**config.mk**
```make
export PLATFORM = sky130hd
export DESIGN_NAME = shift_ctrl_flat
export DESIGN_NICKNAME = d
export VERILOG_FILES = /design/src/rtl/shift_ctrl_pkg.sv /design/src/rtl/shift_ctrl_if.sv /design/src/rtl/shift_ctrl_cnt.sv /design/src/rtl/shift_ctrl.sv /design/src/flat_wrapper.sv
export SDC_FILE = /design/constraint.sdc
export NUM_CORES = 1
export LEC_CHECK = 0
export ABC_AREA = 1
export BUFFER_PORTS_ARGS = -buffer_cell sky130_fd_sc_hd__buf_2
export CORE_UTILIZATION = 44
export CTS_BUF_LIST = sky130_fd_sc_hd__clkbuf_8 sky130_fd_sc_hd__clkbuf_16
export CTS_CLUSTER_DIAMETER = 50
export DETAILED_ROUTE_END_ITERATION = 8
export GPL_TIMING_DRIVEN = 0
export PLACE_DENSITY_LB_ADDON = 0.25
export SLEW_MARGIN = 5
export SYNTH_ARGS = -nofsm -noshare
export SYNTH_HDL_FRONTEND = slang
export SYNTH_HIERARCHICAL = 1
export SYNTH_SLANG_ARGS = --single-unit
```
**constraint.sdc**
```tcl
create_clock -name clk -period 2.3 [get_ports clk]
set_input_delay 0.115 -clock clk [delete_from_list [all_inputs] [get_ports clk]]
set_output_delay 0.115 -clock clk [all_outputs]
set_load 0.02 [all_outputs]
```
**src/rtl/shift_ctrl_pkg.sv**
```systemverilog
// Shared widths, state encoding and request payload for the shift-register sequencer.
package shift_ctrl_pkg;

    localparam int unsigned DATA_W  = 16;
    localparam int unsigned Q_W     = 32;
    localparam int unsigned SHAMT_W = 5;

    typedef enum logic [1:0] {
        IDLE  = 2'd0,
        LOAD  = 2'd1,
        SHIFT = 2'd2,
        DONE  = 2'd3
    } state_e;

    typedef struct packed {
        logic [DATA_W-1:0]  data;
        logic [SHAMT_W-1:0] shamt;
    } op_t;

endpackage

```
**src/rtl/shift_ctrl_if.sv**
```systemverilog
// Upstream, shift-register and downstream signals of the shift sequencer.
interface shift_ctrl_if;
    import shift_ctrl_pkg::*;

    logic               in_valid;
    logic               in_ready;
    logic [DATA_W-1:0]  in_data;
    logic [SHAMT_W-1:0] in_shamt;

    logic               sr_load;
    logic               sr_shiftrighten;
    logic [DATA_W-1:0]  sr_data;
    logic [Q_W-1:0]     sr_q;

    logic               out_valid;
    logic               out_ready;
    logic [Q_W-1:0]     out_data;
    logic               busy;

    // Controller side.
    modport master (
        input  in_valid, in_data, in_shamt, sr_q, out_ready,
        output in_ready, sr_load, sr_shiftrighten, sr_data, out_valid, out_data, busy
    );

    // Environment side: upstream source, shift register and downstream sink.
    modport slave (
        output in_valid, in_data, in_shamt, sr_q, out_ready,
        input  in_ready, sr_load, sr_shiftrighten, sr_data, out_valid, out_data, busy
    );

endinterface

```
**src/rtl/shift_ctrl_cnt.sv**
```systemverilog
// Loadable down-counter tracking the shift pulses still to issue.
module shift_ctrl_cnt
    import shift_ctrl_pkg::*;
#(
    parameter int unsigned W = SHAMT_W
) (
    input  logic         clk,
    input  logic         rst,
    input  logic         clr,
    input  logic         load,
    input  logic [W-1:0] load_val,
    input  logic         dec,
    output logic         is_zero_c,
    output logic         is_one_c
);

    logic [W-1:0] cnt;

    // Clear wins over load; decrement saturates at zero.
    always_ff @(posedge clk or negedge rst) begin
        if (!rst) begin
            cnt <= '0;
        end else if (clr) begin
            cnt <= '0;
        end else if (load) begin
            cnt <= load_val;
        end else if (dec && (cnt != '0)) begin
            cnt <= cnt - W'(1);
        end
    end

    assign is_zero_c = (cnt == '0);
    assign is_one_c  = (cnt == W'(1));

endmodule

```
**src/rtl/shift_ctrl.sv**
```systemverilog
// Sequencer for the 32-bit right-shift register: load, shift N times, return result.
// Optional abort input enabled by defining SHIFT_CTRL_ABORT_EN.
module shift_ctrl
    import shift_ctrl_pkg::*;
(
    input  logic         clk,
    input  logic         rst,
`ifdef SHIFT_CTRL_ABORT_EN
    input  logic         abort,
`endif
    shift_ctrl_if.master bus
);

    state_e            state;
    state_e            state_d;
    op_t               req_c;
    logic [DATA_W-1:0] op_reg;

    logic in_ready_q;
    logic sr_load_q;
    logic sr_shift_q;
    logic out_valid_q;
    logic busy_q;

    logic accept_c;
    logic abort_c;
    logic cnt_load_c;
    logic cnt_dec_c;
    logic cnt_zero_c;
    logic cnt_one_c;

    assign req_c = '{data: bus.in_data, shamt: bus.in_shamt};

`ifdef SHIFT_CTRL_ABORT_EN
    // Abort only matters while an operation is in flight.
    assign abort_c = abort && (state != IDLE);
`else
    assign abort_c = 1'b0;
`endif

    shift_ctrl_cnt #(
        .W (SHAMT_W)
    ) u_cnt (
        .clk       (clk),
        .rst       (rst),
        .clr       (abort_c),
        .load      (cnt_load_c),
        .load_val  (req_c.shamt),
        .dec       (cnt_dec_c),
        .is_zero_c (cnt_zero_c),
        .is_one_c  (cnt_one_c)
    );

    always_ff @(posedge clk or negedge rst) begin
        if (!rst) begin
            state <= IDLE;
        end else begin
            state <= state_d;
        end
    end

    always_comb begin
        state_d    = state;
        accept_c   = 1'b0;
        cnt_load_c = 1'b0;
        cnt_dec_c  = 1'b0;
        case (state)
            IDLE: begin
                if (bus.in_valid && in_ready_q) begin
                    accept_c   = 1'b1;
                    cnt_load_c = 1'b1;
                    state_d    = LOAD;
                end
            end
            LOAD: begin
                state_d = cnt_zero_c ? DONE : SHIFT;
            end
            SHIFT: begin
                cnt_dec_c = 1'b1;
                if (cnt_one_c) begin
                    state_d = DONE;
                end
            end
            DONE: begin
                if (bus.out_ready) begin
                    state_d = IDLE;
                end
            end
            default: begin
                state_d = IDLE;
            end
        endcase
        if (abort_c) begin
            state_d = IDLE;
        end
    end

    // Strobes and flags are registered from the next state so they line up with the state register.
    always_ff @(posedge clk or negedge rst) begin
        if (!rst) begin
            in_ready_q  <= 1'b1;
            sr_load_q   <= 1'b0;
            sr_shift_q  <= 1'b0;
            out_valid_q <= 1'b0;
            busy_q      <= 1'b0;
            op_reg      <= '0;
        end else begin
            in_ready_q  <= (state_d == IDLE);
            sr_load_q   <= (state_d == LOAD);
            sr_shift_q  <= (state_d == SHIFT);
            out_valid_q <= (state_d == DONE);
            busy_q      <= (state_d != IDLE);
            if (accept_c) begin
                op_reg <= req_c.data;
            end
        end
    end

    assign bus.in_ready        = in_ready_q;
    assign bus.sr_load         = sr_load_q;
    assign bus.sr_shiftrighten = sr_shift_q;
    assign bus.sr_data         = op_reg;
    assign bus.out_valid       = out_valid_q;
    assign bus.busy            = busy_q;

    // The register settles on the edge entering DONE, so the result is passed straight through.
    assign bus.out_data = out_valid_q ? bus.sr_q : Q_W'(0);

endmodule

```
**src/flat_wrapper.sv**
```systemverilog
// flat-port wrapper written by rule: the top's interface ports become plain ports
module shift_ctrl_flat import shift_ctrl_pkg::*;
  (clk, rst, bus_in_valid, bus_in_data, bus_in_shamt, bus_sr_q, bus_out_ready, bus_in_ready, bus_sr_load, bus_sr_shiftrighten, bus_sr_data, bus_out_valid, bus_out_data, bus_busy);
  shift_ctrl_if bus_i ();
  input  logic clk;
  input  logic rst;
  input wire logic [$bits(bus_i.in_valid)-1:0] bus_in_valid;
  input wire logic [$bits(bus_i.in_data)-1:0] bus_in_data;
  input wire logic [$bits(bus_i.in_shamt)-1:0] bus_in_shamt;
  input wire logic [$bits(bus_i.sr_q)-1:0] bus_sr_q;
  input wire logic [$bits(bus_i.out_ready)-1:0] bus_out_ready;
  output wire logic [$bits(bus_i.in_ready)-1:0] bus_in_ready;
  output wire logic [$bits(bus_i.sr_load)-1:0] bus_sr_load;
  output wire logic [$bits(bus_i.sr_shiftrighten)-1:0] bus_sr_shiftrighten;
  output wire logic [$bits(bus_i.sr_data)-1:0] bus_sr_data;
  output wire logic [$bits(bus_i.out_valid)-1:0] bus_out_valid;
  output wire logic [$bits(bus_i.out_data)-1:0] bus_out_data;
  output wire logic [$bits(bus_i.busy)-1:0] bus_busy;
  assign bus_i.in_valid = bus_in_valid;
  assign bus_i.in_data = bus_in_data;
  assign bus_i.in_shamt = bus_in_shamt;
  assign bus_i.sr_q = bus_sr_q;
  assign bus_i.out_ready = bus_out_ready;
  assign bus_in_ready = bus_i.in_ready;
  assign bus_sr_load = bus_i.sr_load;
  assign bus_sr_shiftrighten = bus_i.sr_shiftrighten;
  assign bus_sr_data = bus_i.sr_data;
  assign bus_out_valid = bus_i.out_valid;
  assign bus_out_data = bus_i.out_data;
  assign bus_busy = bus_i.busy;
  shift_ctrl u_core (.clk(clk), .rst(rst), .bus(bus_i));
endmodule
```
Word level (Yosys, flattened, before mapping)
Index checks and enable logic that the tools add are counted.
{"block": "totals", "output_inout_bits": 53, "in_bits": 57, "word_cells": 35, "regBits": 28}
{"block": "classes", "reduce_logical": 8, "n_mux": 11, "n_eq_ne": 7, "add_sub_neg": 1}
{"operator": "$mux 32", "count": 1}
{"operator": "$mux 5", "count": 2}
{"operator": "$eq 2x2->1 const B", "count": 4}
{"operator": "$pmux 2 s4", "count": 1}
{"operator": "$mux 2", "count": 3}
{"operator": "$eq 5x1->1 const B", "count": 1}
{"operator": "$logic_not 5->1", "count": 1}
{"operator": "$reduce_bool 5->1", "count": 1}
{"operator": "$sub 5x1->5 const B", "count": 1}
{"operator": "$eq 2x1->1 const B", "count": 2}
{"operator": "$logic_not 2->1", "count": 2}
{"operator": "$mux 1", "count": 4}
{"operator": "$reduce_bool 2->1", "count": 2}
{"operator": "$logic_and 1x1->1", "count": 2}

Logic depth before layout (Yosys ltp)
Gate-level depths: netlist of run 1.
{"block": "depth", "ltp_word": 5, "depth_mapped": 11, "ltp_nobuf": 10}

Hierarchy
The synthesis of run 1 kept the hierarchy.
{"module": "shift_ctrl", "instances": 1, "cells_per_inst": 165, "seq_area_each_um2": 576.8, "area_per_inst_um2": 1163.6}
{"module": "shift_ctrl_cnt", "instances": 1, "cells_per_inst": 59, "seq_area_each_um2": 125.1, "area_per_inst_um2": 399.1}

Least setup slack after synthesis of run 1
Ideal clock, no wire load.
{"block": "synth_path", "kind": "flip-flop to flip-flop", "from": "register u_core.in_ready_q, in the netlist u_core/bus.in_ready", "to": "register u_core.u_cnt.cnt[4]", "synth_period_minus_slack_ps": 1651, "path_slack_ps": 649, "arrival_ps": 1586, "path_stages_with_launch": 11, "setup_time_ps": 65, "n_path_buf": 2, "required_time_ps": 2235, "path_cell_list": "dfstp_2 > nand2_1 > inv_1 > nand2_4 > buf_4 > inv_1 > buf_2 > clkinv_2 > a21oi_4 > nand2_1 > nand2_1"}
{"block": "synth_between", "elab_chain_len": 4, "word_cells_on_any_way": 5, "classes_between": "mux: 3; reduce/logical: 2"}
{"item": "start: declaration", "line_no": "shift_ctrl.sv:19", "source": "logic in_ready_q;"}
{"item": "start signal: assignment", "line_no": "shift_ctrl.sv:108", "source": "in_ready_q <= (state_d == IDLE);"}
{"item": "$logic_and 1x1->1 *", "line_no": "shift_ctrl.sv:69", "source": "if (bus.in_valid && in_ready_q) begin"}
{"item": "$mux 1 * (2 in series)"}
{"item": "net u_core.accept_c", "line_no": "shift_ctrl.sv:25", "source": "logic accept_c;"}
{"item": "$mux 5 / $reduce_bool 2->1 (equally long branches)"}
{"item": "end signal: assignment", "line_no": "shift_ctrl_cnt.sv:26", "source": "cnt <= load_val;"}
{"item": "end signal: assignment", "line_no": "shift_ctrl_cnt.sv:28", "source": "cnt <= cnt - W'(1);"}
{"item": "end: declaration", "line_no": "shift_ctrl_cnt.sv:17", "source": "logic [W-1:0] cnt;"}
The timed path passes the listed nets; every way through them passes the cells marked *.
A chain may end at the register's enable or synchronous reset.

Final worst setup path of run 1
{"block": "layout_path", "from": "register u_core.in_ready_q, in the netlist u_core/bus.in_ready", "to": "register u_core.u_cnt.cnt[3]"}
The elaborated chain is that of the path after synthesis.

==> run metrics, run 1 <==
Post-Syn Area=1560 um^2; fin util=0.669; Die W=61.6 um; clock buffer depth=2; final WL=3.71 mm; Root Driver=clkbuf_8; WS Path Type=flop to flop; worst hold slack=27.3 ps; largest net degree at the start of global routing=29; status=complete, no violations; Final nets=399; final period utilization=0.764; YS warnings=6; drt first pass iters=4; placed insts=380; post-synthesis sequential area ratio=0.449; fillcell total=324; post_cts resized=0; post-synth cell types=24; CP arrival=1980 ps; Slew Viols, Final=0; Final Hold Vio Count=0; total power draw=2.48 mW; startpoint types=flop; via count=1629; Slew @ Worst Pin=612 ps; vias in the first global route=1283; max-cap check violation count=0; global-route track usage on met2=0.363; critical-path maximum fanout=10; hold buffer count at CTS=1; Max Fclk=0.569 GHz; pre-CTS WS=550 ps; Area Overhead vs Synth=44.0%; leakage=1.62 nW; Worst-Skew Late Latency=280 ps; Tmin final=1760 ps; mean post-synth cell area=6.98 um^2; H-tree Lvls=1; setup violators final=0; Post CTS Setup Buffer Count=0; CTS sink cnt=28; Initial Utilization=0.465; gr usage total=0.190; row count=21; die height=61.6 um; Yosys reg bits=28; setup slack after layout=543 ps; RSZ-0062 raised after global routing=false; Worst Skew=6.52 ps; met3 usage in global routing=0.0315; Worst Hold Class=input pin to flop; CTS Buf Count=3; dpl cell area=2170 um^2; number of vias per cell=4.23; dpl hpwl=2.85 mm; per-cell routed wire length=9.64 um; diode count=0; initial antenna violation count=0; Setup TNS=0 ps; post-route ant nets=0; Finished Layout Cells=385; wire length of the first global-routing pass=5.22 mm; die area=3790 um^2; Synth Instances=224; Clock transition at path regs=100 ps; CTS tree=yes; worst vdd ir=515 uV; global placer's final weighted congestion=0.795; Ports=110; max_slew headroom=0.592; Critical Path RT=2520 ps; grt met1 use=0.204; I/O Buffers=109; Final Cell Area=2250 um^2; layout cells sized above 1=0.389; layer with the highest usage=met2; DRT iter0 DRCs=46; drt drc=0; Core ar.=3360 um^2; CP endpoint kind=flop; GR Overflow Total=0; pwr/cell area=1100 nW/um^2
## report_power, final
part / switching (mW) / internal (mW)
sequential: 0.123 / 0.695
clock: 0.156 / 0.233
combinational: 0.827 / 0.447
total: 1.11 / 1.37
## cells in the mapped netlist, drive strengths merged
master  instances  share of area
nand4           1         0.0040
a21oi           2          0.014
nand3           6          0.019
o21ai           3         0.0096
clkinv          1         0.0032
ha              2          0.016
conb            1         0.0024
inv            45           0.11
dfstp           1          0.017
dfrtp          27           0.43
nand2         116           0.30
buf             3          0.021
clkbuf          3         0.0072
nor2           12          0.037
xnor2           1         0.0056
## cell families (layout without fill, tap and decap cells)
| logic type | Yosys count | in the layout | share of synthesized area |
|---|---|---|---|
| compound gates | 5 | 5 | 0.0232 |
| simple gates | 135 | 135 | 0.361 |
| other cells | 1 | 2 | 0.00240 |
| fa+ha+maj | 2 | 2 | 0.0160 |
| xor+xnor | 1 | 1 | 0.00561 |
| buf+inv | 52 | 166 | 0.143 |
| flops | 28 | 28 | 0.449 |
## final cells by class
cell class | instances | area (um^2) | share of cell area
Sequential cell | 28 | 702 | 0.312
Inverter | 46 | 179 | 0.0795
Buffer | 6 | 43.8 | 0.0195
Timing Repair Buffer | 110 | 556 | 0.247
Clock inverter | 1 | 30.0 | 0.0133
Multi-Input combinational cell | 145 | 642 | 0.285
Clock buffer | 3 | 41.3 | 0.0183
Tap cell | 46 | 57.6 | 0.0256
## sequential cells by signal, indices dropped and copies added, names as in the netlist
signal	count
u_core/bus.out_valid	1
u_core/bus.in_ready	1
u_core/u_cnt/cnt	5
u_core/bus.sr_data	16
u_core/bus.sr_shiftrighten	1
u_core/state	2
u_core/bus.busy	1
u_core/bus.sr_load	1
## worst max-delay path: stages, from the launching register on
cell      delay [ps]
dfstp_2          540
nand2_1           40
inv_1             80
nand2_4          110
buf_4            200
inv_1             50
buf_2            180
clkinv_2         140
a21oi_4          230
nand2_1           70
nand2_1           70
## per-layer routing
| layer | part of all wire | up-vias | wire length [um] |
|---|---|---|---|
| met5 | 0 | - | 0 |
| met4 | 0.013 | 0 | 49 |
| met3 | 0.078 | 5 | 290 |
| met2 | 0.51 | 67 | 1880 |
| met1 | 0.40 | 695 | 1490 |
| li1 | - | 862 | - |
## worst paths after layout
path,startpoint,to,slack (ps),cells after the start
setup / recovery,u_core/bus.in_ready,u_core/u_cnt/cnt[3],540,10
hold / removal,bus_in_data[3],u_core/bus.sr_data[3],30,3
setup reg to reg,u_core/bus.in_ready,u_core/u_cnt/cnt[3],540,10
hold reg to reg,u_core/bus.sr_data[3],u_core/bus.sr_data[3],480,2
max in group asynchronous,rst,u_core/bus.sr_data[13],1520,2
min in group asynchronous,rst,u_core/bus.sr_shiftrighten,380,2
## cells in the final DEF, fill, tap and decap left out, drive strengths merged, types with 3 or more instances in the layout
| cell | n |
|---|---|
| nand2 | 116 |
| nand3 | 6 |
| dfrtp | 27 |
| buf | 112 |
| clkbuf | 6 |
| nor2 | 12 |
| inv | 45 |
| o21ai | 3 |
Power figures use the tool's default switching activity.
==> run 2, diff against run 1 <==
ABC_AREA = 0   (was 1)
CORE_UTILIZATION = 40   (was 44)
clock period = 1.71 ns   (was 2.3 ns; I/O delays follow)
==> run 2 against run 1 <==
Power increased by 39%. Largest cell class is now multi-input combinational cells. Area after synthesis fell by 4.7%. Sequential cell count is the same. Maximum frequency is 4.4% higher. Via count fell by 17%. Setup slack got worse by 520 ps. Critical path type unchanged.
==> run metrics, run 2 <==
area leader, netlist=dfrtp_1 (unchanged); crit path cell chain=inv_2 -> ha_4 -> or4b_4 -> inv_4 -> or4_1 -> a311oi_1 (was nand2_1 -> inv_1 -> nand2_4 -> buf_4 -> inv_1 -> buf_2 -> clkinv_2 -> a21oi_4 -> nand2_1 -> nand2_1); CTS Buf Count=3 (unchanged); Setup TNS=0 ps (unchanged); synth cell count leaders=32 x and2_1, 27 x dfrtp_1, 9 x mux2_4, 7 x mux2_2, 6 x inv_1 (was 108 x nand2_1, 43 x inv_1, 27 x dfrtp_1, 9 x nor2_1, 6 x nand3_1); die height=63.0 um (was 61.6 um); max_slew headroom=0.594 (was 0.592); pwr/cell area=1500 nW/um^2 (was 1100 nW/um^2); largest net degree at the start of global routing=29 (unchanged); dpl hpwl=2.70 mm (was 2.85 mm); Area Overhead vs Synth=53.4% (was 44.0%); most common cell after layout, fill and taps aside=buf_2 (unchanged); Tmin final=1680 ps (was 1760 ps); Worst Skew=8.95 ps (was 6.52 ps); Slew @ Worst Pin=609 ps (was 612 ps); ys flop type=dfrtp_1 (unchanged); drt first pass iters=4 (unchanged); diode count=0 (unchanged); mean post-synth cell area=11.4 um^2 (was 6.98 um^2); leakage=1.24 nW (was 1.62 nW); Die W=63.0 um (was 61.6 um); post-synth cell types=37 (was 24); Post-Syn Area=1490 um^2 (was 1560 um^2); H-tree Lvls=1 (unchanged); row count=21 (unchanged); global placer's final weighted congestion=0.804 (was 0.795); Initial Utilization=0.433 (was 0.465); critical-path maximum fanout=4 (was 10); Root Driver=clkbuf_8 (unchanged); layout cells sized above 1=0.594 (was 0.389); I/O Buffers=109 (unchanged); Final nets=316 (was 399); max incr delay on CP=490 ps (was 540 ps); GR Overflow Total=0 (unchanged); top-count cell post-synth=and2_1 (was nand2_1); Ports=110 (unchanged); WS Path Type=flop to flop (unchanged); EDFF count, synth=0 (unchanged); number of vias per cell=4.48 (was 4.23); worst vdd ir=942 uV (was 515 uV); max reg flops=16 (unchanged); via count=1353 (was 1629); top cell type's share of synthesized area=0.454 (was 0.432); gr usage total=0.192 (was 0.190); post-route ant nets=0 (unchanged); DRT iter0 DRCs=52 (was 46); most frequent cells in the layout=109 x buf_2, 32 x and2_1, 25 x dfrtp_1 (was 110 x buf_2, 108 x nand2_1, 43 x inv_1); Core ar.=3440 um^2 (was 3360 um^2); CTS sink cnt=28 (unchanged); Synth Instances=131 (was 224); setup violators final=0 (unchanged); Yosys reg bits=28 (unchanged); drt drc=0 (unchanged); startpoint types=flop (unchanged); max-cap check violation count=0 (unchanged); post-synthesis sequential area ratio=0.471 (was 0.449); setup slack after layout=27.0 ps (was 543 ps); synth top area cells=dfrtp_1 45%, and2_1 13%, mux2_4 9.1%, mux2_2 5.3%, dfstp_2 1.8% (was dfrtp_1 43%, nand2_1 26%, inv_1 10%, nor2_1 2.2%, nand2_4 2.2%); initial antenna violation count=0 (unchanged); final period utilization=0.984 (was 0.764); share of flip-flops with an asynchronous set or reset=1.00 (unchanged); Worst Hold Class=input pin to flop (unchanged); Slew Viols, Final=0 (unchanged); clock buffer depth=2 (unchanged); YS warnings=6 (unchanged); Final Cell Area=2280 um^2 (was 2250 um^2); CP arrival=1870 ps (was 1980 ps); pre-CTS WS=-99.4 ps (was 550 ps); Slowest cell on crit path=or4_1 (was dfstp_2); die area=3970 um^2 (was 3790 um^2); RSZ-0062 raised after global routing=true (was false); CTS tree=yes (unchanged); wire length of the first global-routing pass=5.93 mm (was 5.22 mm); Clock transition at path regs=100 ps (about the same); per-cell routed wire length=11.9 um (was 9.64 um); status=complete, no violations (unchanged); vias in the first global route=1246 (was 1283); Max Fclk=0.594 GHz (was 0.569 GHz); Final Hold Vio Count=0 (unchanged); CP endpoint kind=flop (unchanged); dpl cell area=2120 um^2 (was 2170 um^2); final WL=3.60 mm (was 3.71 mm); Worst-Skew Late Latency=280 ps (about the same); Critical Path RT=1900 ps (was 2520 ps)
[run 2: final timing paths]
kind	slack [ps]	to	from	depth (start not counted)
setup / recovery	30	u_core/u_cnt/cnt[3]	u_core/u_cnt/cnt[0]	6
hold / removal	30	u_core/bus.sr_data[9]	bus_in_data[9]	2
setup reg to reg	30	u_core/u_cnt/cnt[3]	u_core/u_cnt/cnt[0]	6
hold reg to reg	510	u_core/bus.sr_data[2]	u_core/bus.sr_data[2]	1
max in group asynchronous	930	u_core/state[1]	rst	2
min in group asynchronous	340	u_core/bus.sr_data[12]	rst	2
[run 2: cell type report]
| cell class | count | area, um^2 |
|---|---|---|
| plain buffers | 4 | 31.3 |
| flip-flops and latches | 28 | 704 |
| fillers | 272 | 1160 |
| inverters | 8 | 41.3 |
| repair buffers | 115 | 597 |
| well taps | 46 | 57.6 |
| clock buffers | 3 | 41.3 |
| clock inverters | 1 | 30.0 |
| multi-input cells | 97 | 782 |
[run 2: timing repair]
action,4_1_cts,5_1_grt
pin swaps,2,4
buffers inserted,4,1
setup endpoints to repair,3,4
gates cloned,0,0
endpoints found under the hold margin,27,0
hold buffers,1,0
resized for setup,5,7
[run 2: logic make-up (layout without fill, tap and decap cells)]
kind of cell               count (synthesis)  in the layout  synth area share
and+or+nand+nor                           57             57             0.245
buffers and inverters                     12            131            0.0445
other                                      1              7           0.00252
AOI/OAI and AO/OA                         15             15            0.0756
muxes                                     16             16             0.144
adders and majority gates                  2              2            0.0168
DFF                                       28             28             0.471
[run 2: critical path, delay by kind of cell (launching register included)]
family                     cells  cell delay [ps]
AOI/OAI and AO/OA              1              220
adders and majority gates      1              160
buffers and inverters          2              110
DFF                            1              370
and+or+nand+nor                2              740
[run 2: per-layer routing]
metal	global-route usage	vias to the layer above	part of all wire
met4	0.0494	0	0.016
met3	0.0474	6	0.058
li1	-	687	-
met5	0	-	0
met1	0.237	608	0.42
met2	0.331	52	0.50
[run 2: where the power goes]
part | internal (mW) | switching (mW)
logic | 0.826 | 0.974
clock network | 0.314 | 0.207
registers | 0.941 | 0.177
[run 2: through the flow]
stage / power [mW] / instances / util / hold WS (ps)
2_1_floorplan: 2.25 / 137 / - / -210
3_3_place_gp: 2.74 / 292 / 0.617 / 135
3_5_place_dp: 2.78 / 292 / 0.617 / 133
4_1_cts: 3.40 / 301 / 0.654 / 29.0
5_1_grt: 3.66 / 302 / 0.664 / 20.2
6_report: 3.44 / 302 / 0.664 / 32.6
